**src/rtl/key_cmd_decoder.sv**
```systemverilog
// PS/2 set-2 scan-code parser that turns make/break sequences into one-cycle game commands,
// suppresses keyboard typematic repeats and generates its own auto-repeat for moves and soft drop.
module key_cmd_decoder #(
    parameter int REPEAT_DELAY   = 25_000_000,
    parameter int REPEAT_PERIOD  = 5_000_000,
    parameter int PREFIX_TIMEOUT = 1_000_000
) (
    input  logic       clk,
    input  logic       rst,
    input  logic [7:0] data,
    input  logic       ready,
    output logic       cmd_valid,
    output logic [2:0] cmd,
    output logic [2:0] key_held
);

    localparam int RPT_MAX = (REPEAT_DELAY > REPEAT_PERIOD) ? REPEAT_DELAY : REPEAT_PERIOD;
    localparam int RPT_W   = $clog2(RPT_MAX + 1);
    localparam int PTO_W   = $clog2(PREFIX_TIMEOUT + 1);

    localparam logic [RPT_W-1:0] RPT_DELAY_LD  = RPT_W'(REPEAT_DELAY - 1);
    localparam logic [RPT_W-1:0] RPT_PERIOD_LD = RPT_W'(REPEAT_PERIOD - 1);
    localparam logic [PTO_W-1:0] PTO_LAST      = PTO_W'(PREFIX_TIMEOUT - 1);

    localparam logic [7:0] CODE_EXT = 8'hE0;
    localparam logic [7:0] CODE_BRK = 8'hF0;

    localparam logic [2:0] CMD_LEFT  = 3'd1;
    localparam logic [2:0] CMD_RIGHT = 3'd2;
    localparam logic [2:0] CMD_SOFT  = 3'd4;

    typedef enum logic [1:0] {IDLE, EXT, BRK, EXTBRK} state_t;

    state_t           state, state_nxt;
    logic [PTO_W-1:0] pto_cnt, pto_cnt_nxt;
    logic [6:0]       held, held_nxt;
    logic [2:0]       rep_key, rep_key_nxt;
    logic [RPT_W-1:0] rep_cnt, rep_cnt_nxt;
    logic             cmd_valid_nxt;
    logic [2:0]       cmd_nxt;

    logic             is_make, is_brk, code_ext;
    logic [2:0]       key_id;
    logic [6:0]       key_oh;
    logic             make_cmd, repeatable;
    logic             rep_active, rep_expire, rep_stop, rep_fire;

    function automatic logic [2:0] map_code(input logic [7:0] code, input logic ext);
        logic [2:0] id;
        id = 3'd0;
        if (ext) begin
            case (code)
                8'h6B:   id = 3'd1;
                8'h74:   id = 3'd2;
                8'h75:   id = 3'd3;
                8'h72:   id = 3'd4;
                default: id = 3'd0;
            endcase
        end else begin
            case (code)
                8'h1C:   id = 3'd1;
                8'h23:   id = 3'd2;
                8'h1D:   id = 3'd3;
                8'h1B:   id = 3'd4;
                8'h29:   id = 3'd5;
                8'h4D:   id = 3'd6;
                8'h2D:   id = 3'd7;
                default: id = 3'd0;
            endcase
        end
        return id;
    endfunction

    always_comb begin
        state_nxt   = state;
        pto_cnt_nxt = '0;
        is_make     = 1'b0;
        is_brk      = 1'b0;
        code_ext    = 1'b0;

        case (state)
            IDLE: begin
                if (ready) begin
                    if (data == CODE_EXT)      state_nxt = EXT;
                    else if (data == CODE_BRK) state_nxt = BRK;
                    else                       is_make   = 1'b1;
                end
            end
            EXT: begin
                if (ready) begin
                    if (data == CODE_BRK) begin
                        state_nxt = EXTBRK;
                    end else if (data != CODE_EXT) begin
                        is_make   = 1'b1;
                        code_ext  = 1'b1;
                        state_nxt = IDLE;
                    end
                end
            end
            BRK: begin
                if (ready) begin
                    is_brk    = 1'b1;
                    state_nxt = IDLE;
                end
            end
            EXTBRK: begin
                if (ready) begin
                    is_brk    = 1'b1;
                    code_ext  = 1'b1;
                    state_nxt = IDLE;
                end
            end
            default: state_nxt = IDLE;
        endcase

        // An abandoned prefix must not glue itself onto a byte that arrives much later
        if (state != IDLE && !ready) begin
            if (pto_cnt == PTO_LAST) state_nxt   = IDLE;
            else                     pto_cnt_nxt = pto_cnt + PTO_W'(1);
        end

        key_id     = map_code(data, code_ext);
        key_oh     = (key_id == 3'd0) ? 7'd0 : (7'b1 << (key_id - 3'd1));
        make_cmd   = is_make && (key_id != 3'd0) && ((held & key_oh) == 7'd0);
        repeatable = (key_id == CMD_LEFT) || (key_id == CMD_RIGHT) || (key_id == CMD_SOFT);

        held_nxt = held;
        if (make_cmd)    held_nxt = held | key_oh;
        else if (is_brk) held_nxt = held & ~key_oh;

        rep_active  = (rep_key != 3'd0);
        rep_expire  = rep_active && (rep_cnt == '0);
        rep_stop    = is_brk && rep_active && (key_id == rep_key);
        rep_key_nxt = rep_key;
        rep_cnt_nxt = rep_cnt;
        if (make_cmd && repeatable) begin
            rep_key_nxt = key_id;
            rep_cnt_nxt = RPT_DELAY_LD;
        end else if (rep_stop) begin
            rep_key_nxt = 3'd0;
            rep_cnt_nxt = '0;
        end else if (rep_expire) begin
            rep_cnt_nxt = RPT_PERIOD_LD;
        end else if (rep_active) begin
            rep_cnt_nxt = rep_cnt - RPT_W'(1);
        end

        // A fresh make always takes the single output slot over a repeat
        rep_fire      = rep_expire && !make_cmd && !rep_stop;
        cmd_valid_nxt = make_cmd || rep_fire;
        cmd_nxt       = make_cmd ? key_id : (rep_fire ? rep_key : cmd);
    end

    always_ff @(posedge clk) begin
        if (rst) begin
            state     <= IDLE;
            pto_cnt   <= '0;
            held      <= 7'd0;
            rep_key   <= 3'd0;
            rep_cnt   <= '0;
            cmd_valid <= 1'b0;
            cmd       <= 3'd0;
        end else begin
            state     <= state_nxt;
            pto_cnt   <= pto_cnt_nxt;
            held      <= held_nxt;
            rep_key   <= rep_key_nxt;
            rep_cnt   <= rep_cnt_nxt;
            cmd_valid <= cmd_valid_nxt;
            cmd       <= cmd_nxt;
        end
    end

    assign key_held = {held[3], held[1], held[0]};

endmodule

```
**config.mk**
```make
export PLATFORM = sky130hd
export DESIGN_NAME = key_cmd_decoder
export DESIGN_NICKNAME = d
export VERILOG_FILES = /design/src/rtl/key_cmd_decoder.sv
export SDC_FILE = /design/constraint.sdc
export NUM_CORES = 1
export LEC_CHECK = 0
export CORE_MARGIN = 3
export CORE_UTILIZATION = 41
export CTS_CLUSTER_SIZE = 28
export DETAILED_ROUTE_END_ITERATION = 7
export GPL_TIMING_DRIVEN = 1
export HOLD_SLACK_MARGIN = 0.06
export SYNTH_ARGS = -nofsm -noshare
export SYNTH_HDL_FRONTEND = slang
export SYNTH_SLANG_ARGS = --single-unit
```
**constraint.sdc**
```tcl
create_clock -name clk -period 4.95 [get_ports clk]
set_input_delay 0.495 -clock clk [delete_from_list [all_inputs] [get_ports clk]]
set_output_delay 0.495 -clock clk [all_outputs]
set_load 0.03 [all_outputs]
```
* Yosys cells after proc, flatten, opt, wreduce, memory -nomap -nowiden
Index checks and enable logic that the tools add are counted.
Word-level totals: register bits after elaboration 61, logic and storage cells 105
Cells by class: add/sub/neg operators 3, eq/ne operators 22, shift-type cells 1, mux-type cells 34, bitwise logic cells 5, reduce and logical (&&, ||, !) cells 31
Operators by type and width (count):
- 2-to-1 mux 25 bit | 4
- equality test 8 x 7 -> 1 bit, second input constant | 5
- zero test 25 bit | 1
- subtractor 25 x 1 -> 25 bit, second input constant | 1
- equality test 8 x 5 -> 1 bit, second input constant | 3
- equality test 8 x 6 -> 1 bit, second input constant | 3
- 2-to-1 mux 7 bit | 3
- one-hot mux 3 bit (7 select lines) | 1
- adder 20 x 1 -> 20 bit, second input constant | 1
- equality test 20 bit, second input constant | 1
- 2-to-1 mux 2 bit | 9
- equality test 8 bit, second input constant | 2
- 2-to-1 mux 3 bit | 5
- AND 7 bit | 2
- one-hot mux 3 bit (4 select lines) | 1
- nonzero test 2 bit | 5
- logical AND 1 bit | 9
- 2-to-1 mux 1 bit | 8
- inequality test 8 bit, second input constant | 1
- zero test 7 bit | 1
- NOT 7 bit | 1
- OR 7 bit | 1
- left shift 1 x 3 -> 7 bit, first input constant | 1
- one-hot mux 2 bit (3 select lines) | 1
- 18 further kinds | 26

* Longest topological paths before layout
depth in word-level cells 17, depth in mapped cells 17, mapped depth without buffers 13

* Least setup slack after synthesis
No wires, ideal clock.
path kind input to register, start in data[3], end reg rep_cnt[10], library setup time 0.092 ns, arrival time 3.726 ns, required time 4.858 ns, slack 1.132 ns, cell stages on the path 14, cell sequence or3b_1 or4_1 a211o_1 nand2_1 clkbuf_1 nor2_1 ha_1 nor2b_1 nand3_1 a21oi_1 nor3_4 nor2b_4 buf_2 nor4_1
On the way: cells in the longest elaborated chain, start to end 14, elaborated cells between the ends (all ways) 43
Ends and longest elaborated chain:
- start, declared | RTL line 10 | input logic [7:0] data,
- inequality test 8 bit | RTL line 93 | end else if (data != CODE_EXT) begin
- 2-to-1 mux 1 bit | RTL line 93
- 2-to-1 mux 1 bit | RTL line 91 | if (data == CODE_BRK) begin
- 2-to-1 mux 1 bit | RTL line 90 | if (ready) begin
- one-hot mux 1 bit (2 select lines) | RTL line 81 | case (state)
- 2-to-1 mux 3 bit | RTL line 51 | if (ext) begin
- subtractor 3 x 1 -> 3 bit | RTL line 123 | key_oh = (key_id == 3'd0) ? 7'd0 : (7'b1 << (key_id - 3'd1));
- left shift 1 x 3 -> 7 bit | RTL line 123
- 2-to-1 mux 7 bit | RTL line 123
- AND 7 bit | RTL line 124 | make_cmd = is_make && (key_id != 3'd0) && ((held & key_oh) == 7'd0);
- zero test 7 bit | RTL line 124
- logical AND 1 bit | RTL line 124
- logical AND 1 bit | RTL line 136 | if (make_cmd && repeatable) begin
- OR reduction 4 bit (no source line) *
- end signal, assigned | RTL line 168 | rep_cnt <= rep_cnt_nxt;
- end, declared | RTL line 38 | logic [RPT_W-1:0] rep_cnt, rep_cnt_nxt;
Every way passes the cells marked *; elsewhere a longest branch is shown, timed or not. A chain may end at the register's enable or synchronous reset.

* Final worst setup path
start in data[5], end reg rep_key[0]
On the way: cells in the longest elaborated chain, start to end 14, elaborated cells between the ends (all ways) 44
Ends and longest elaborated chain:
- inequality test 8 bit | RTL line 93
- 2-to-1 mux 1 bit | RTL line 93
- 2-to-1 mux 1 bit | RTL line 91
- 2-to-1 mux 1 bit | RTL line 90
- one-hot mux 1 bit (2 select lines) | RTL line 81
- 2-to-1 mux 3 bit | RTL line 51
- subtractor 3 x 1 -> 3 bit | RTL line 123
- left shift 1 x 3 -> 7 bit | RTL line 123
- 2-to-1 mux 7 bit | RTL line 123
- AND 7 bit | RTL line 124
- zero test 7 bit | RTL line 124
- logical AND 1 bit | RTL line 124
- logical AND 1 bit | RTL line 136
- 2-to-1 mux 3 bit / nonzero test 2 bit (equally long branches)
- end signal, assigned | RTL line 167 | rep_key <= rep_key_nxt;
- end, declared | RTL line 37 | logic [2:0] rep_key, rep_key_nxt;
Several ways; a longest one is shown, not always the timed one.

==> reports/qor.yml <==
status: "complete, no violations"
ir_drop_mv: 0.1160
drive_above_1_share_pct: 8.102
setup_viol: 0
drt_pre_antenna_iters: 5
synthCells: 454
grt_pass1_wl_um: 15130
gp_routability_congestion: 0.8875
critPathMaxFanout: 12
startpoint_type: "primary input"
worstReg2RegEnd: "rep_key[0]$_SDFFE_PP0P_"
min_from: "pto_cnt[0]$_SDFF_PP0_"
design_area_um2: 4050
ios: 18
slew_violations: 0
powerDensity_nw_per_um2: 242.8
n_fill_cell: 848
route.detailed.drc: 0
cap_violations: 0
antenna_found_initial: 0
num_vias: 3367
grt_max_degree: 45
ys_seq_area_share_pct: 33.70
ys.flop_type: "dfxtp_1"
syn_to_final_growth_pct: 11.77
dieArea_um2: 10000
max_slew_margin_pct: 41.85
grt_pass1_vias: 3229
synth_nets: 470
tritoncts: "done"
io_buffer_count: 17
hold_slack_ns: 0.4447
routedWlPerCell_um: 15.55
worstPathRequired_ns: 5.19
placement.cell_area_um2: 3860
clk_pin_slew_ns: 0.07
antenna_cells: 0
clk_latency_ns: 0.34
post_cts_resize_count: 0
netlist_area_um2: 3623
synth-edff-count: 0
fin_cells: 574
skew_ns: 0.01290
core_um2: 8382
min_to: "pto_cnt[0]$_SDFF_PP0_"
reg2reg_slack_ns: 1.41
ys.warnings.count: 0
fin_crit_sh_pct: 86.48
regToRegStartpoint: "state[1]$_SDFF_PP0_"
num_rows: 33
fin_ws_ns: 0.6694
setup_tns_ns: 0
synth_cell_types: 62
crit_type: "primary input to register"
ys_seq_elements: 61
rr_worst_depth: 11
dp.cells: 558
via_per_inst: 5.866
ctsHoldBuffers: 0
grt_overflow_total: 0
dpl_worst_slack_ns: 0.3227
finalHoldViolations: 0
drt_iter0_drc: 166
async_flop_share_pct: 0
fin_crit_ns: 4.281
whs_path_depth: 1
routed_wirelength_um: 8924
cp_data_arrival_time_ns: 4.52
cts_root_buffer: "clkbuf_8"
h-tree-depth: 3
hold_class: "register to register"
p_leak_nw: 1.337
syn_avg_cell_area_um2: 7.981
die_w_um: 100.0
die_h_um: 100.0
rsz0062_at_grt: "no"
max_slew.worst_pin.slew_ns: 0.8651
final_antenna_net_count: 0
cp-end-kind: "register"
cts_sinks: 61
track_usage_pct: 18.57
numCtsBuffers: 9
nets: 480
max_freq_mhz: 233.6
clockBufferDepth: 2
dp_hpwl_um: 6131
final_cell_mix: "dfxtp_1, nor2_1, nand2_1"
postCtsSetupBuffers: 0
start_util_pct: 43.23
final_common_cell: "dfxtp_1"
critical path, stage by stage:
cell	delay, ns
clkdlybuf4s50_1	0.67
or3b_1	0.37
or4_1	0.47
a211o_1	0.37
nand2_1	0.10
nor2_1	0.08
ha_1	0.40
mux2_2	0.36
nand2_1	0.08
a221oi_2	0.07
nor3_4	0.31
nor2b_4	0.36
mux2_2	0.37
per-stage QoR:
stage                     power [mW]  utilization (%)
after global placement        0.5556            46.05
after global routing           1.017            48.32
after CTS                     0.9962            48.32
final                         0.9834            48.32
after floorplan               0.5361                -
after detailed placement      0.5562            46.05
logic make-up after synthesis:
family	after synthesis	share of synthesized area, %
simple gates	215	33.08
compound gates	109	19.79
fa+ha+maj	5	1.727
buf+inv	33	3.971
xor+xnor	27	6.526
flops	61	33.70
mux	4	1.209
metal layers:
metal	up-vias	routed length (um)	share of wire (%)	track usage (%)
li1	1692	-	-	-
met1	1592	4005	45	23.01
met2	65	4308	48	30.79
met3	18	426	4.8	4.378
met4	0	184	2.1	8.083
met5	-	0	0	0
cells in the mapped netlist (4+ instances only):
cell type / number / area (um^2)
a211oi_1: 4 / 30.03
a21o_1: 5 / 37.54
a21oi_1: 31 / 155.2
a22oi_1: 4 / 30.03
a31oi_1: 9 / 56.30
and3_1: 7 / 43.79
buf_2: 4 / 20.02
buf_4: 4 / 30.03
clkbuf_1: 16 / 60.06
dfxtp_1: 61 / 1221
ha_1: 5 / 62.56
inv_1: 9 / 33.78
nand2_1: 37 / 138.9
nand2b_1: 12 / 75.07
nand3_1: 19 / 95.09
nand3b_1: 9 / 67.56
nand4_1: 7 / 43.79
nor2_1: 51 / 191.4
nor2b_1: 5 / 31.28
nor3_1: 11 / 55.05
nor4_1: 14 / 87.58
o21ai_0: 23 / 115.1
o31ai_1: 5 / 37.54
or3_1: 10 / 62.56
or4_1: 6 / 45.04
xnor2_1: 17 / 148.9
xor2_1: 10 / 87.58
worst max path at each step:
stage             from                        to  slack [ns]
3_3_place_gp   data[5]   rep_key[0]$_SDFFE_PP0P_        0.45
2_1_floorplan  data[3]  rep_cnt[10]$_SDFFE_PP0P_        1.13
5_1_grt        data[5]   rep_key[0]$_SDFFE_PP0P_        0.44
4_1_cts        data[5]   rep_key[0]$_SDFFE_PP0P_        0.68
3_5_place_dp   data[5]   rep_key[0]$_SDFFE_PP0P_        0.32
6_report       data[5]   rep_key[0]$_SDFFE_PP0P_        0.67
report_power, final:
group          internal, mW  switching, mW
Sequential            0.492       0.000940
Clock                 0.229          0.209
Combinational        0.0211         0.0313
Total                 0.742          0.241
area by class of cell:
type                       count  area (um^2)  area share (%)
clock buffer                   9        123.9           3.058
multi-input combinational    360         2258           55.76
timing repair buffer          23        215.2           5.314
tap                          105        131.4           3.244
clock inverter                 7        66.31           1.637
sequential                    61         1221           30.15
inverter                       9        33.78          0.8341
Power figures use the tool's default switching activity.
